--- config.mk ---
export PLATFORM = sky130hd
export DESIGN_NAME = sdr_data_path_cl
export DESIGN_NICKNAME = d
export VERILOG_FILES = /design/src/rtl/sdr_data_path_cl.sv
export SDC_FILE = /design/constraint.sdc
export NUM_CORES = 1
export LEC_CHECK = 0
export CAP_MARGIN = 20
export CORE_UTILIZATION = 42
export DETAILED_ROUTE_END_ITERATION = 12
export GPL_ROUTABILITY_DRIVEN = 0
export GPL_TIMING_DRIVEN = 0
export PLACE_DENSITY = 0.9
export SETUP_SLACK_MARGIN = 0.05
export SLEW_MARGIN = 20
export SYNTH_ARGS = -nofsm -noshare
export SYNTH_HDL_FRONTEND = slang
export SYNTH_SLANG_ARGS = --single-unit
export TNS_END_PERCENT = 100
--- constraint.sdc ---
create_clock -name CLK -period 3.35 [get_ports CLK]
set_clock_uncertainty 0.05 [all_clocks]
set_input_delay 0.335 -clock CLK [delete_from_list [all_inputs] [get_ports CLK]]
set_output_delay 0.335 -clock CLK [all_outputs]
set_load 0.005 [all_outputs]
--- src/rtl/sdr_data_path_cl.sv ---
// SDRAM DQ/DQM data path: registers write beats onto the pins, tracks issued
// reads through a CAS-latency pipeline and returns captured read data.
module sdr_data_path_cl #(
    parameter  int DSIZE       = 16,
    parameter  int CAS_LATENCY = 3,
    localparam int MSIZE       = DSIZE / 8
) (
    input  logic             CLK,
    input  logic             RESET,
    input  logic             WR_EN,
    input  logic [DSIZE-1:0] DATAIN,
    input  logic [MSIZE-1:0] DM,
    input  logic             RD_CMD,
    input  logic [MSIZE-1:0] RD_DM,
    input  logic [DSIZE-1:0] DQIN,
    output logic [DSIZE-1:0] DQOUT,
    output logic             DQ_OE,
    output logic [MSIZE-1:0] DQM,
    output logic [DSIZE-1:0] DATAOUT,
    output logic             RD_VALID,
    output logic             RD_BUSY,
    output logic             WR_DROP
);

    generate
        if ((CAS_LATENCY != 2) && (CAS_LATENCY != 3)) begin : g_bad_cl
            $error("sdr_data_path_cl: CAS_LATENCY must be 2 or 3");
        end
        if ((DSIZE % 8) != 0 || DSIZE < 8 || DSIZE > 64) begin : g_bad_dsize
            $error("sdr_data_path_cl: DSIZE must be a multiple of 8 in 8..64");
        end
    endgenerate

    logic [CAS_LATENCY:0] r_rd_pipe;
    logic [DSIZE-1:0]     r_dqout;
    logic [DSIZE-1:0]     r_dataout;
    logic [MSIZE-1:0]     r_dqm;
    logic                 r_dq_oe;
    logic                 r_rd_valid;
    logic                 r_wr_drop;

    logic                 w_rd_cap;
    logic                 w_rd_due;
    logic                 w_wr_ok;

    // Read data owns the bus from the cycle after RD_CMD until it is captured,
    // so any write beat in that window would collide and is dropped instead.
    assign w_rd_cap = r_rd_pipe[CAS_LATENCY-1];
    assign w_rd_due = |r_rd_pipe[CAS_LATENCY-1:0];
    assign w_wr_ok  = WR_EN & ~RD_CMD & ~w_rd_due;

    always_ff @(posedge CLK or posedge RESET) begin
        if (RESET) begin
            r_rd_pipe  <= '0;
            r_dqout    <= '0;
            r_dataout  <= '0;
            r_dqm      <= {MSIZE{1'b1}};
            r_dq_oe    <= 1'b0;
            r_rd_valid <= 1'b0;
            r_wr_drop  <= 1'b0;
        end else begin
            r_rd_pipe  <= {r_rd_pipe[CAS_LATENCY-1:0], RD_CMD};
            r_rd_valid <= w_rd_cap;
            r_wr_drop  <= WR_EN & ~w_wr_ok;
            if (w_rd_cap) begin
                r_dataout <= DQIN;
            end
            if (w_wr_ok) begin
                r_dqout <= DATAIN;
                r_dqm   <= DM;
                r_dq_oe <= 1'b1;
            end else if (RD_CMD) begin
                r_dqm   <= RD_DM;
                r_dq_oe <= 1'b0;
            end else begin
                r_dqm   <= {MSIZE{1'b1}};
                r_dq_oe <= 1'b0;
            end
        end
    end

    assign DQOUT    = r_dqout;
    assign DQ_OE    = r_dq_oe;
    assign DQM      = r_dqm;
    assign DATAOUT  = r_dataout;
    assign RD_VALID = r_rd_valid;
    assign RD_BUSY  = |r_rd_pipe;
    assign WR_DROP  = r_wr_drop;

endmodule

==> impl_metrics.ini, run 1 <==
[placed_design]
place.detailed.hpwl_um = 2350
detailed_place.area_um2 = 2360
place.port_buffers = 77

[sta]
min_period_over_period_pct = 64.7
worst_pin_slew_ns = 0.805
grt_setup_unrepaired = false
final_setup_violation_count = 0
timing.final.max_slew_violations = 0
timing.final.crit_period_ns = 2.17
timing.slew.headroom_pct = 46.2
fin_tns_setup_ns = 0
final_hold_viol_count = 0
timing.fmax_ghz = 0.461

[detailed_routing]
wl_um = 3130
num_vias = 1001
drt.antenna.violating_nets = 0
dr.first_iter.drc_count = 4
post-route-drc-count = 0
drt-pass1-iter-count = 3
detail_route.vias_per_cell = 4.63
post_drt_wl_per_cell_um = 14.5

[floorplan]
core_area_um2 = 3420
die-height_um = 62.5
num_rows = 21
floorplan.io_pins = 78
dieArea_um2 = 3900
die_w_um = 62.5
start_util_pct = 45.0

[run]
maxCapViolations = 0

[final_layout]
layout_cells_sized_above_1_pct = 28.2
area_growth_syn_to_layout_pct = 58.1
finalInstanceArea_um2 = 2430
layout.cells.most_common = sky130_fd_sc_hd__clkdlybuf4s50_1
antennaDiodeCount = 0
mostFrequentLayoutCells = sky130_fd_sc_hd__clkdlybuf4s50_1, sky130_fd_sc_hd__dfrtp_1, sky130_fd_sc_hd__mux2_2, sky130_fd_sc_hd__mux2_4, sky130_fd_sc_hd__clkbuf_4
fin_nets = 210

[clock_network]
tritoncts = yes
path_clk_slew_ns = 0.10
clockBufferDepth = 2
cts_setup_buffers = 0
clock_latency_ns = 0.33
cts_made_buffers = 5
cts.sink_count = 40
ctsResizeCount = 0
ctsRootBufferMaster = sky130_fd_sc_hd__clkbuf_4
htreeDepth = 2
cts_hold_buf = 0

[grt]
vias_in_the_first_global_route = 1158
remaining_global_route_overflow = 0
grt_start_max_net_pins = 41
grt_antenna_before_repair = 0
grt.total_usage_pct = 18.0
grt_first_pass_wirelength_um = 5380

[synth]
post_synthesis_area_per_instance_um2 = 17.9
synth_xor_xnor_area_share_pct = 0
simple_logic_cell_fraction_of_the_synthesized_area_pct = 2.69
syn_inst = 86
yosysTopAreaCell = sky130_fd_sc_hd__dfrtp_1
post-synth-top-area-fraction_pct = 61.9
synth.area.top_cells = sky130_fd_sc_hd__dfrtp_1, sky130_fd_sc_hd__mux2_4, sky130_fd_sc_hd__mux2_2, sky130_fd_sc_hd__dfstp_2, sky130_fd_sc_hd__buf_6
synth.ff_latch_count = 40
netlist_area_um2 = 1540
synth.yosys.warnings = 0
netlist-cell-type-count = 12
synth-compound-area-share_pct = 1.14
mappedNetlistNets = 126
largest_family_of_logic_cells_by_synthesized_area = multiplexers
synth-adder-area-share_pct = 0
fraction_of_synthesized_area_in_multiplexers_pct = 27.4
yosysSeqAreaShare_pct = 65.3

[pwr]
cellLeakagePower_uw = 0.00110
vdd_drop_max_mv = 0.304
p_per_area_nw_per_um2 = 477

[critical_path]
timing.critical_path.to_type = primary output
crit_path_start_kind = flop
worstPathMaxFanout = 8
required_ns = 2.96
crit_path_category = flop to primary output
worstPathArrival_ns = 1.78

[status]
status = complete, no violations

[worst_hold_path]
worstHoldPathType = flop to flop
==> cells in the mapped netlist, drive strengths merged <==
cell	count
dfstp	2
inv	4
or2b	1
buf	4
and2	1
nand3b	1
mux2	32
dfrtp	38
nor3	1
a2bb2oi	2
==> cell type report <==
cell class	count	area (um2)
Sequential cell	40	1000
Fill cell	246	986
Timing Repair Buffer	77	771
Multi-Input combinational cell	38	479
Clock buffer	7	65.1
Tap cell	46	57.6
Buffer	4	38.8
Inverter	4	15.0
==> state kept, by name, summed over array words and instances, names as in the netlist <==
name and flops:
DATAOUT 16, DQM 2, DQ_OE 1, r_rd_pipe 4
DQOUT 16, WR_DROP 1
==> report_power, final <==
part           leakage [uW]  internal, uW  switching [uW]
sequential         0.000476           553            39.1
clock             0.0000374           119             143
combinational      0.000586           230            75.7
==> worst paths after layout <==
check | startpoint | end | slack, ns | depth (start not counted)
max | r_rd_pipe[2] | RD_BUSY | 1.18 | 4
min | r_rd_pipe[2] | r_rd_pipe[3] | 0.37 | 0
max reg2reg | r_rd_pipe[2] | DQOUT[13] | 1.84 | 5
min reg2reg | r_rd_pipe[2] | r_rd_pipe[3] | 0.37 | 0
max in group asynchronous | RESET | DATAOUT[1] | 2.32 | 2
min in group asynchronous | RESET | DQOUT[7] | 0.42 | 2
==> worst max-delay path: stages (launching register included) <==
cell and delay [ns]:
sky130_fd_sc_hd__dfrtp_1 0.41, sky130_fd_sc_hd__buf_6 0.15, sky130_fd_sc_hd__nor3_4 0.20, sky130_fd_sc_hd__or2b_1 0.24, sky130_fd_sc_hd__clkdlybuf4s50_1 0.46
==> metrics by stage <==
stage	instances	power [uW]	util (%)	hold WS (ns)	worst slack [ns]
floorplan	86	705	-	0.316	1.93
global placement	209	896	69.2	0.335	1.32
detailed placement	209	909	69.2	0.338	1.55
CTS	216	1170	71.1	0.365	1.16
global route	216	1220	71.1	0.385	1.10
finish	216	1160	71.1	0.371	1.18
==> metal layers <==
layer	global-route usage (%)	routed length, um	up-vias
met4	6.98	36	0
met1	19.0	1220	486
li1	-	-	460
met5	0	0	-
met2	32.6	1610	50
met3	6.02	260	5
==> kinds of logic after synthesis <==
logic type,Yosys count
AOI/OAI and AO/OA,2
buffers and inverters,8
DFF,40
muxes,32
and+or+nand+nor,4
Note: power is estimated with default switching activity, not from simulation.
==> run 2, diff against run 1 <==
- CORE_UTILIZATION: 42 -> 35
- PLACE_DENSITY: 0.9 -> 0.81
- clock period: 3.35 -> 1.9 ns (I/O delays scaled with it)
==> run 2 against run 1 <==
Compared with the run above:
- design area is 2.5% higher
- largest cell class unchanged
- hold slack worse by 0.045 ns
- worst setup slack worse by 0.96 ns
- critical path type unchanged
- die area is 19% higher
==> impl_metrics.ini, run 2 (synthesis results as in run 1) <==
[status]
status = complete, no violations

[final_layout]
mostFrequentLayoutCells = sky130_fd_sc_hd__clkdlybuf4s50_1, sky130_fd_sc_hd__dfrtp_1, sky130_fd_sc_hd__mux2_2, sky130_fd_sc_hd__mux2_4, sky130_fd_sc_hd__clkbuf_8
antennaDiodeCount = 0
layout.cells.most_common = sky130_fd_sc_hd__clkdlybuf4s50_1
fin_nets = 212
area_growth_syn_to_layout_pct = 62.1
layout_cells_sized_above_1_pct = 28.9

[critical_path]
crit_path_category = flop to primary output
timing.critical_path.to_type = primary output
biggest_cell_delay_along_the_critical_path_ns = 0.39
required_ns = 1.66
startpoint = r_rd_pipe[2]
worstPathMaxFanout = 8
timing.critical_path.cells = buf_6 > nor3_4 > or2b_1 > dlygate4sd2_1
worstPathArrival_ns = 1.44
critical_path.slowest_cell = sky130_fd_sc_hd__dfrtp_1
worst-r2r-setup-slack_ns = 0.37
crit_path_start_kind = flop
r2r_end = DQOUT[10]
r2r.worst_path.cells = 6
launch_instance_of_the_worst_register_to_register_path = r_rd_pipe[2]

[pwr]
power.share.combinational_pct = 24.1
clockPowerShare_pct = 29.5
seq_power_share_pct = 46.4
cellLeakagePower_uw = 0.00113
p_per_area_nw_per_um2 = 906
internal_power_uw = 1770
vdd_drop_max_mv = 0.432
switching_share_pct = 21.5
power.switching_uw = 485

[floorplan]
floorplan.io_pins = 78
start_util_pct = 37.3
core_area_um2 = 4120
die_w_um = 68.3
dieArea_um2 = 4660
die-height_um = 68.3
num_rows = 23

[clock_network]
cts_made_buffers = 5
path_clk_slew_ns = 0.07
clock_latency_ns = 0.29
ctsRootBufferMaster = sky130_fd_sc_hd__clkbuf_8
clockBufferDepth = 2
htreeDepth = 2
cts.sink_count = 40
tritoncts = yes

[detailed_routing]
post-route-drc-count = 0
drt.antenna.violating_nets = 0
post_drt_wl_per_cell_um = 15.4
num_vias = 999
detail_route.vias_per_cell = 4.48
wl_um = 3430
drt-pass1-iter-count = 4
dr.first_iter.drc_count = 27

[grt]
grt_first_pass_wirelength_um = 4810
gr-usage-met2_pct = 27.3
grt_antenna_before_repair = 0
remaining_global_route_overflow = 0
global_route.peak_usage_layer = met2
grt_util_met3_pct = 6.00
grt.total_usage_pct = 15.0
grt_start_max_net_pins = 41
met1_usage_pct = 15.1
vias_in_the_first_global_route = 1007

[sta]
final_setup_violation_count = 0
min_period_over_period_pct = 88.4
timing.final.max_slew_violations = 0
fin_tns_setup_ns = 0
timing.slew.headroom_pct = 46.2
timing.final.crit_period_ns = 1.68
timing.hold.ws_ns = 0.326
worst_pin_slew_ns = 0.806
timing.fmax_ghz = 0.595
grt_setup_unrepaired = false
final_hold_viol_count = 0

[run]
maxCapViolations = 0

[placed_design]
place.port_buffers = 77
place.detailed.hpwl_um = 2570

[worst_hold_path]
worstHoldPathType = input port to async pin
[run 2: cell types whose count changed in the layout (fill, tap and decap cells not counted)]
cell	before	now
sky130_fd_sc_hd__clkdlybuf4s50_1	77	76
sky130_fd_sc_hd__buf_4	0	2
sky130_fd_sc_hd__clkinv_2	0	1
sky130_fd_sc_hd__clkbuf_8	2	5
sky130_fd_sc_hd__clkbuf_4	5	0
sky130_fd_sc_hd__dlygate4sd2_1	0	1
sky130_fd_sc_hd__clkbuf_1	0	1
sky130_fd_sc_hd__bufinv_16	0	1
[run 2: per-stage QoR]
step	cells	area [um2]	total power, uW	util (%)	setup slack, ns
2_1_floorplan	86	1540	1240	-	0.483
3_3_place_gp	213	2370	1580	57.6	0.0356
3_5_place_dp	213	2370	1610	57.6	0.231
4_1_cts	223	2490	2290	60.5	0.212
5_1_grt	223	2490	2370	60.5	0.159
6_report	223	2490	2260	60.5	0.220
[run 2: worst max-delay path by stage]
stage / endpoint / slack, ns
after floorplan: DQOUT[10] / 0.48
after global placement: DQOUT[2] / 0.04
after detailed placement: RD_BUSY / 0.23
after CTS: RD_BUSY / 0.21
after global routing: RD_BUSY / 0.16
final: RD_BUSY / 0.22
[run 2: worst max-delay path, delay by kind of cell, from the launching register on]
kind / cells / cell delay [ns]
buf+inv: 2 / 0.41
simple gates: 2 / 0.35
flops: 1 / 0.39
[run 2: layout make-up]
type / instances / area, um2
plain buffers: 4 / 38.8
flip-flops and latches: 40 / 1000
clock inverters: 2 / 35.0
clock buffers: 6 / 72.6
fillers: 312 / 1620
multi-input cells: 38 / 479
well taps: 50 / 62.6
repair buffers: 79 / 785
inverters: 4 / 15.0
[run 2: power by group through the flow]
stage,Combinational [uW],Clock [uW],Sequential (uW)
finish,545,665,1050
global route,580,729,1060
CTS,553,691,1050
detailed placement,546,0,1060
global placement,531,0,1050
floorplan,181,0,1060
[run 2: layer usage]
layer  share of wire, %  wire length [um]
met1                 38              1290
met2                 51              1740
met3                 10               347
met4                1.3                45
met5                  0                 0
[run 2: what timing repair did]
| item | 4_1_cts | 5_1_grt |
|---|---|---|
| hold buffers | 0 | 0 |
| resized for setup | 1 | 0 |
| setup endpoints to repair | 1 | 0 |
| buffers inserted | 2 | 0 |
| endpoints found under the hold margin | 0 | 0 |
==> run 3, diff against run 2 <==
- GPL_TIMING_DRIVEN: 0 -> 1
- PLACE_DENSITY: 0.81 -> 0.75
==> run 3 against run 2 <==
Compared with the run above:
- design area about the same
- flip-flop and latch count unchanged
- total power down 0.31%
- register-to-register slack better by 0.02 ns
- sequential power about the same
- final cell count unchanged
- sequential share of layout area about the same
- utilization about the same
- critical path type unchanged
- largest power group unchanged
- highest routed layer unchanged
==> impl_metrics.ini, run 3 (synthesis results as in run 1) <==
[grt]
grt_antenna_before_repair = 0
vias_in_the_first_global_route = 978
remaining_global_route_overflow = 0
grt_start_max_net_pins = 28
grt_first_pass_wirelength_um = 4660
grt.total_usage_pct = 14.5

[final_layout]
layout.cells.most_common = sky130_fd_sc_hd__clkdlybuf4s50_1
layout_cells_sized_above_1_pct = 28.9
mostFrequentLayoutCells = sky130_fd_sc_hd__clkdlybuf4s50_1, sky130_fd_sc_hd__dfrtp_1, sky130_fd_sc_hd__mux2_2, sky130_fd_sc_hd__mux2_4, sky130_fd_sc_hd__buf_4
fillCellCount = 315
layout.area.seq_um2 = 1000
multi_input_comb_area_um2 = 479
post-route-util_pct = 60.5
fin_nets = 212
antennaDiodeCount = 0
area_growth_syn_to_layout_pct = 62.1

[pwr]
cellLeakagePower_uw = 0.00112
p_per_area_nw_per_um2 = 904
vdd_drop_max_mv = 0.479

[run]
maxCapViolations = 0

[sta]
timing.slew.headroom_pct = 78.1
fin_tns_setup_ns = 0
timing.fmax_ghz = 0.634
timing.final.crit_period_ns = 1.58
min_period_over_period_pct = 83.0
final_hold_viol_count = 0
final_setup_violation_count = 0
worst_pin_slew_ns = 0.328
grt_setup_unrepaired = false
timing.final.max_slew_violations = 0

[clock_network]
cts_made_buffers = 5
htreeDepth = 2
cts_hold_buf = 0
cts.sink_count = 40
path_clk_slew_ns = 0.08
ctsRootBufferMaster = sky130_fd_sc_hd__clkbuf_8
clockBufferDepth = 2
tritoncts = yes
clock_latency_ns = 0.29

[critical_path]
crit_path_category = flop to primary output
crit_path_start_kind = flop
required_ns = 1.66
worst-r2r-setup-slack_ns = 0.39
crit_path_buffers_inverters = 1
worstPathMaxFanout = 1
worstPathArrival_ns = 1.34
critPathTopFamily = buffers and inverters
timing.critical_path.to_type = primary output
timing.critical_path.cells = clkdlybuf4s50_1
critical_path.slowest_cell = sky130_fd_sc_hd__clkdlybuf4s50_1
biggest_cell_delay_along_the_critical_path_ns = 0.54

[worst_hold_path]
worstHoldPathType = input port to async pin

[detailed_routing]
post-route-drc-count = 0
wl_um = 3180
detail_route.vias_per_cell = 4.51
drt.antenna.violating_nets = 0
drt-pass1-iter-count = 2
num_vias = 1006
post_drt_wl_per_cell_um = 14.2
dr.first_iter.drc_count = 7

[floorplan]
core_area_um2 = 4120
floorplan.io_pins = 78
num_rows = 23
die_w_um = 68.3
die-height_um = 68.3
start_util_pct = 37.3
dieArea_um2 = 4660

[status]
status = complete, no violations

[placed_design]
place.detailed.hpwl_um = 2450
place.port_buffers = 77
## run 3: cell types whose count changed in the layout (fill, tap and decap cells not counted), sizes merged
cell | previous run | this run
clkbuf | 6 | 5
dlygate4sd2 | 1 | 0
dlymetal6s2s | 0 | 1
clkinvlp | 0 | 1
## run 3: per-layer routing
metal	vias to the layer above	wire length (um)	share of wire (%)	GRT usage [%]
met4	0	56	1.8	7.03
met1	482	1320	42	16.8
li1	466	-	-	-
met2	51	1560	49	24.1
met3	7	236	7.4	4.33
met5	-	0	0	0
## run 3: what timing repair did
item                                    CTS  global route
setup buffers                             1             0
pin swaps                                 1             1
endpoints found under the setup margin    1             1
resized for setup                         0             1
## run 3: report_power, final
part / internal, uW / switching (uW)
combinational: 407 / 130
clock: 388 / 283
sequential: 975 / 67.5
## run 3: path summary, 6_finish.rpt
| path | start | endpoint | depth (start not counted) |
|---|---|---|---|
| hold reg to reg | r_rd_pipe[0] | r_rd_pipe[1] | 0 |
| hold / removal | RESET | DATAOUT[15] | 3 |
| setup / recovery | DQM[0] | DQM[0] | 1 |
| min in group CLK | RD_DM[0] | DQM[0] | 3 |
| max in group asynchronous | RESET | DQM[0] | 3 |
| setup reg to reg | r_rd_pipe[2] | DQOUT[5] | 5 |
## run 3: through the flow
| step | instance area, um2 | std cells | setup WS [ns] | total power (uW) | hold WS, ns |
|---|---|---|---|---|---|
| global route | 2490 | 223 | 0.288 | 2370 | 0.200 |
| finish | 2490 | 223 | 0.323 | 2250 | 0.168 |
| global placement | 2370 | 214 | 0.312 | 1580 | 0.369 |
| CTS | 2490 | 223 | 0.0656 | 2290 | 0.164 |
| floorplan | 1540 | 86 | 0.483 | 1240 | 0.171 |
| detailed placement | 2370 | 214 | 0.287 | 1600 | 0.375 |
## run 3: area by class of cell
type                       count  area share (%)
clock buffer                   5            2.76
timing repair buffer          83            32.9
clock inverter                 3            1.71
sequential                    40            40.3
inverter                       4           0.603
tap                           50            2.51
multi-input combinational     38            19.2
